**src/rtl/tiny_proc_pkg.sv**
```systemverilog
// Shared definitions for the tiny 4-bit processor: run-controller state encodings,
// PC width and default phase count.
package tiny_proc_pkg;

  localparam int PC_W       = 4;
  localparam int PHASES_DEF = 5;

  typedef enum logic [2:0] {
    ST_HALT      = 3'd0,
    ST_WAIT_TICK = 3'd1,
    ST_EXEC      = 3'd2,
    ST_CHECK     = 3'd3,
    ST_BREAK     = 3'd4
  } run_state_t;

  typedef struct packed {
    logic core_en;
    logic instr_done;
    logic halted;
    logic at_break;
  } ctrl_out_t;

  // Counter width for a modulus of n; never narrower than one bit.
  function automatic int cnt_width(input int n);
    return (n > 1) ? $clog2(n) : 1;
  endfunction

endpackage

```
**src/rtl/tiny_proc_run_ctrl_prescaler.sv**
```systemverilog
// Free-running tick divider: counts while enabled and pulses tc combinationally
// on the TICK_DIV-1 count, then wraps to zero.
module tick_prescaler
  import tiny_proc_pkg::*;
#(
  parameter int TICK_DIV = 25_000_000
) (
  input  logic clock,
  input  logic reset_n,
  input  logic clr,
  input  logic en,
  output logic tc
);

  localparam int            TW     = cnt_width(TICK_DIV);
  localparam logic [TW-1:0] TC_VAL = TW'(TICK_DIV - 1);

  logic [TW-1:0] cnt;

  assign tc = en && (cnt == TC_VAL);

  always_ff @(posedge clock) begin
    if (!reset_n)  cnt <= '0;
    else if (clr)  cnt <= '0;
    else if (en)   cnt <= tc ? '0 : cnt + TW'(1);
  end

endmodule

```
**src/rtl/tiny_proc_run_ctrl.sv**
```systemverilog
// Execution controller for the tiny processor core: gates the per-phase core enable
// for run / halt / single-step / PC breakpoint / soft reset.
module tiny_proc_run_ctrl
  import tiny_proc_pkg::*;
#(
  parameter int TICK_DIV = 25_000_000,
  parameter int PHASES   = PHASES_DEF,
  parameter int CNT_W    = 8
) (
  input  logic             clock,
  input  logic             reset_n,
  input  logic             run_i,
  input  logic             step_i,
  input  logic             sreset_i,
  input  logic             bp_en_i,
  input  logic [PC_W-1:0]  bp_addr_i,
  input  logic [PC_W-1:0]  core_pc_i,
  output logic             core_en_o,
  output logic             core_reset_p_o,
  output logic             instr_done_o,
  output logic             halted_o,
  output logic             at_break_o,
  output logic [CNT_W-1:0] retire_cnt_o,
  output logic [2:0]       state_o
);

  localparam int              PH_W    = cnt_width(PHASES);
  localparam logic [PH_W-1:0] LAST_PH = PH_W'(PHASES - 1);

  run_state_t      state, state_nxt;
  logic [PH_W-1:0] phase, phase_nxt;
  logic            single, single_nxt;
  logic            tick_tc;
  logic            bp_hit;
  ctrl_out_t       out_q, out_nxt;
  logic            core_reset_q;
  logic [CNT_W-1:0] retire_cnt;

  tick_prescaler #(.TICK_DIV(TICK_DIV)) u_tick (
    .clock   (clock),
    .reset_n (reset_n),
    .clr     (sreset_i || (state != ST_WAIT_TICK)),
    .en      (state == ST_WAIT_TICK),
    .tc      (tick_tc)
  );

  assign bp_hit = bp_en_i && (core_pc_i == bp_addr_i);

  // State register; outputs are registered from the next-state values so they
  // line up with the state they describe.
  always_ff @(posedge clock) begin
    if (!reset_n) begin
      state        <= ST_HALT;
      phase        <= '0;
      single       <= 1'b0;
      retire_cnt   <= '0;
      core_reset_q <= 1'b1;
      out_q        <= '{core_en: 1'b0, instr_done: 1'b0, halted: 1'b1, at_break: 1'b0};
    end else begin
      state        <= state_nxt;
      phase        <= phase_nxt;
      single       <= single_nxt;
      core_reset_q <= sreset_i;
      out_q        <= out_nxt;
      if (sreset_i)                retire_cnt <= '0;
      else if (out_nxt.instr_done) retire_cnt <= retire_cnt + CNT_W'(1);
    end
  end

  // Next-state logic; soft reset overrides everything, including a partial instruction.
  always_comb begin
    state_nxt  = state;
    phase_nxt  = phase;
    single_nxt = single;
    if (sreset_i) begin
      state_nxt  = ST_HALT;
      phase_nxt  = '0;
      single_nxt = 1'b0;
    end else begin
      case (state)
        ST_HALT: begin
          if (step_i) begin
            state_nxt  = ST_EXEC;
            phase_nxt  = '0;
            single_nxt = 1'b1;
          end else if (run_i) begin
            state_nxt  = ST_WAIT_TICK;
          end
        end
        ST_WAIT_TICK: begin
          if (!run_i) begin
            state_nxt = ST_HALT;
          end else if (tick_tc) begin
            state_nxt  = ST_EXEC;
            phase_nxt  = '0;
            single_nxt = 1'b0;
          end
        end
        ST_EXEC: begin
          if (phase == LAST_PH) begin
            state_nxt = ST_CHECK;
            phase_nxt = '0;
          end else begin
            phase_nxt = phase + PH_W'(1);
          end
        end
        ST_CHECK: begin
          // A single step never stops at a breakpoint, so stepping off one works.
          if (single)      state_nxt = ST_HALT;
          else if (bp_hit) state_nxt = ST_BREAK;
          else if (run_i)  state_nxt = ST_WAIT_TICK;
          else             state_nxt = ST_HALT;
        end
        ST_BREAK: begin
          if (step_i) begin
            state_nxt  = ST_EXEC;
            phase_nxt  = '0;
            single_nxt = 1'b1;
          end else if (!run_i) begin
            state_nxt  = ST_HALT;
          end
        end
        default: begin
          state_nxt  = ST_HALT;
          phase_nxt  = '0;
          single_nxt = 1'b0;
        end
      endcase
    end
  end

  // Output decode from next state.
  always_comb begin
    out_nxt            = '0;
    out_nxt.core_en    = (state_nxt == ST_EXEC);
    out_nxt.instr_done = (state_nxt == ST_EXEC) && (phase_nxt == LAST_PH);
    out_nxt.halted     = (state_nxt == ST_HALT) || (state_nxt == ST_BREAK);
    out_nxt.at_break   = (state_nxt == ST_BREAK);
  end

  assign core_en_o      = out_q.core_en;
  assign instr_done_o   = out_q.instr_done;
  assign halted_o       = out_q.halted;
  assign at_break_o     = out_q.at_break;
  assign core_reset_p_o = core_reset_q;
  assign retire_cnt_o   = retire_cnt;
  assign state_o        = state;

endmodule

```
**config.mk**
```make
export PLATFORM = sky130hd
export DESIGN_NAME = tiny_proc_run_ctrl
export DESIGN_NICKNAME = d
export VERILOG_FILES = /design/src/rtl/tiny_proc_pkg.sv /design/src/rtl/tiny_proc_run_ctrl_prescaler.sv /design/src/rtl/tiny_proc_run_ctrl.sv
export SDC_FILE = /design/constraint.sdc
export NUM_CORES = 1
export LEC_CHECK = 0
export CORE_MARGIN = 1
export CORE_UTILIZATION = 40
export CTS_CLUSTER_DIAMETER = 80
export DETAILED_ROUTE_END_ITERATION = 16
export HOLD_SLACK_MARGIN = 0.15
export PLACE_DENSITY = 0.61
export SLEW_MARGIN = 20
export SYNTH_ARGS = -nofsm -noshare
export SYNTH_HDL_FRONTEND = slang
export SYNTH_SLANG_ARGS = --single-unit
```
**constraint.sdc**
```tcl
create_clock -name clock -period 3.5 [get_ports clock]
set_input_delay 0.35 -clock clock [delete_from_list [all_inputs] [get_ports clock]]
set_output_delay 0.35 -clock clock [all_outputs]
set_load 0.03 [all_outputs]
```
==> qor.yml <==
synthesis:
  synthFlopType: "dfxtp_1"
  synth_edf_count: 0
  synth.area.top_cells: "dfxtp_1, xor2_1, nor2_1, mux2i_1, nand2_1"
  syn_inst: 266
  syn_area_um2: 2290
  ys_types: 50
  synth_top_area_share_pct: 39.4
  synth_seq_cells: 45
  yosysSeqAreaShare_pct: 39.4
  synth_area_per_cell_um2: 8.60
  synth_top_area_cell: "dfxtp_1"
  async_flop_share_pct: 0
  ys_warn_count: 0
  syn-num-nets: 284
power:
  power_mw: 0.999
  p_leak_nw: 0.955
  powerDensity_nw_per_um2: 362
  vdd_drop_max_mv: 0.200
routing:
  first_iter_violations: 68
  vias: 1901
  drt-vias-per-instance: 5.15
  drc: 0
  wire_per_inst_um: 12.6
  final_antenna_net_count: 0
  detail_route.wirelength_mm: 4.66
  drt-pass1-iter-count: 6
timing:
  final_max_slew_viol_count: 0
  timing.slew.headroom_pct: 53.1
  hold_viol: 0
  rsz0062_at_grt: "false"
  finClkSkew_ns: 0.00379
  fin_crit_sh_pct: 76.4
  setup-violations-final: 0
  fmax_ghz: 0.374
  period_minus_slack_ns: 2.67
  worst_pin_slew_ns: 0.702
  setup-tns-final_ns: 0
  hold_ws_ns: 0.445
floorplan:
  start_util_pct: 41.5
  placementRows: 27
  die_h_um: 77.6
  io_pins: 30
  dieArea_um2: 6020
  coreArea_um2: 5510
  die_w_um: 77.6
setup_path:
  r2r_cells: 7
  end_kind: "flip-flop"
  crit_type: "reg -> reg"
  critical_path.endpoint: "retire_cnt_o[4]"
  rr_endpoint: "retire_cnt_o[4]"
  r2r-start: "u_tick.cnt[0]"
  crit_fanout: 8
  start_kind: "flip-flop"
  cp-startpoint: "u_tick.cnt[0]"
  ff2ff_setup_slack_ns: 0.83
  crit_arrival_ns: 2.87
  critPathRequiredTime_ns: 3.69
final_layout:
  drive_gt1_share_pct: 7.41
  n_antenna_cell: 0
  finalNonFillerCells: 369
  nNetsFinal: 314
  syn_to_final_growth_pct: 20.8
clock_tree:
  h-tree-depth: 2
  cts_hold_buf: 0
  clk_pin_slew_ns: 0.08
  cts_tree: "yes"
  cts_setup_buffers: 0
  cts_num_sinks: 45
  clock-root-buffer: "clkbuf_8"
  clockBufferDepth: 2
  clk_latency_ns: 0.30
  cts_resized: 0
  cts-buffers-inserted: 5
global_routing:
  grt_pass1_vias: 1726
  antenna_found_initial: 0
  grt_remaining_overflow: 0
  grt_util_all_layers_pct: 17.0
  grt_max_degree: 26
  grt_pass1_wl_mm: 8.14
run_status:
  status: "finished, final reports clean"
place:
  dpl.hpwl_mm: 3.39
  place.gp.congestion: 0.789
  portBuffers: 29
  dp.cells: 361
worst_hold_path:
  min_path_type: "reg -> reg"
job:
  cap_viol_max_count: 0
## cells in the mapped netlist, drive strengths merged (6+ instances only)
cell type	n
dfxtp	45
nand2b	8
nor3	6
o21ai	6
nand3	11
nand2	21
mux2i	8
xnor2	7
nor2	37
nand4	11
xor2	18
nor4	7
a21oi	10
nor2b	7
clkbuf	6
inv	8
## placed cells by master (no fill, tap or decap), drive strengths merged, types with 4 or more instances in the layout
master,instances
nor3,6
inv,8
and2,5
nand3,11
o21ai,6
ha,4
nand4,11
xor2,18
xnor2,7
clkdlybuf4s50,29
mux2i,8
clkbuf,7
dfxtp,45
nor2b,7
nand2,21
o31ai,4
nor4,7
a21oi,10
nor2,37
or4,4
nand2b,8
and3,4
## stage by stage
step | setup WS [ns] | utilization, % | instance area [µm²]
after floorplan | 0.966 | - | 2290
after CTS | 0.824 | 50.2 | 2760
after global placement | 0.887 | 48.1 | 2650
after detailed placement | 0.828 | 48.1 | 2650
final | 0.826 | 50.2 | 2760
after global routing | 0.580 | 50.2 | 2760
## routing by layer
layer  up-vias  track usage [%]  part of all wire, %
li1        989                -                    -
met1       866             22.4                   49
met2        41             27.5                   46
met3         5             3.65                  4.3
met4         0             5.09                  1.2
met5         -                0                    0
## area by class of cell
type	count	area [µm²]
Fill cell	504	2740
Timing Repair Buffer	32	313
Inverter	8	30.0
Sequential cell	45	901
Clock buffer	7	86.3
Tap cell	72	90.1
Multi-Input combinational cell	204	1310
Clock inverter	1	30.0
## flip-flops by register name, indices dropped and copies added, names as in the netlist
signal	flops
at_break_o	1
single	1
halted_o	1
u_tick.cnt	25
retire_cnt_o	8
core_reset_p_o	1
phase	3
instr_done_o	1
state_o	3
core_en_o	1
## power breakdown
part / switching (mW) / internal (mW) / total [mW]
Clock: 0.177 / 0.233 / 0.410
Sequential: 0.00408 / 0.515 / 0.519
Combinational: 0.0363 / 0.0340 / 0.0703
Total: 0.217 / 0.782 / 0.999
## worst min path at each step
stage          cells past startpoint     startpoint  slack [ns]       endpoint
2_1_floorplan                      1  u_tick.cnt[0]        0.41  u_tick.cnt[0]
6_report                           1  u_tick.cnt[0]        0.44  u_tick.cnt[0]
5_1_grt                            1  u_tick.cnt[0]        0.47  u_tick.cnt[0]
3_5_place_dp                       1  u_tick.cnt[0]        0.43  u_tick.cnt[0]
4_1_cts                            1  u_tick.cnt[0]        0.45  u_tick.cnt[0]
3_3_place_gp                       1  u_tick.cnt[0]        0.42  u_tick.cnt[0]
## cells by family after synthesis
kind of cell,after synthesis,share of synthesized area (%)
AOI/OAI and AO/OA,34,10.3
xor gates and xnor gates,25,9.57
adders and majority gates,4,2.19
buffers and inverters,17,3.17
DFF,45,39.4
muxes,9,3.99
and+or+nand+nor,132,31.4
## worst max-delay path, stage by stage, from the launching register on
cell	delay [ns]
dfxtp_1	0.35
ha_1	0.22
nand2_1	0.09
or4_4	0.55
nor3_1	0.41
o21ai_1	0.25
or4_1	0.57
mux2i_1	0.13
(Power assumes the default switching activity.)
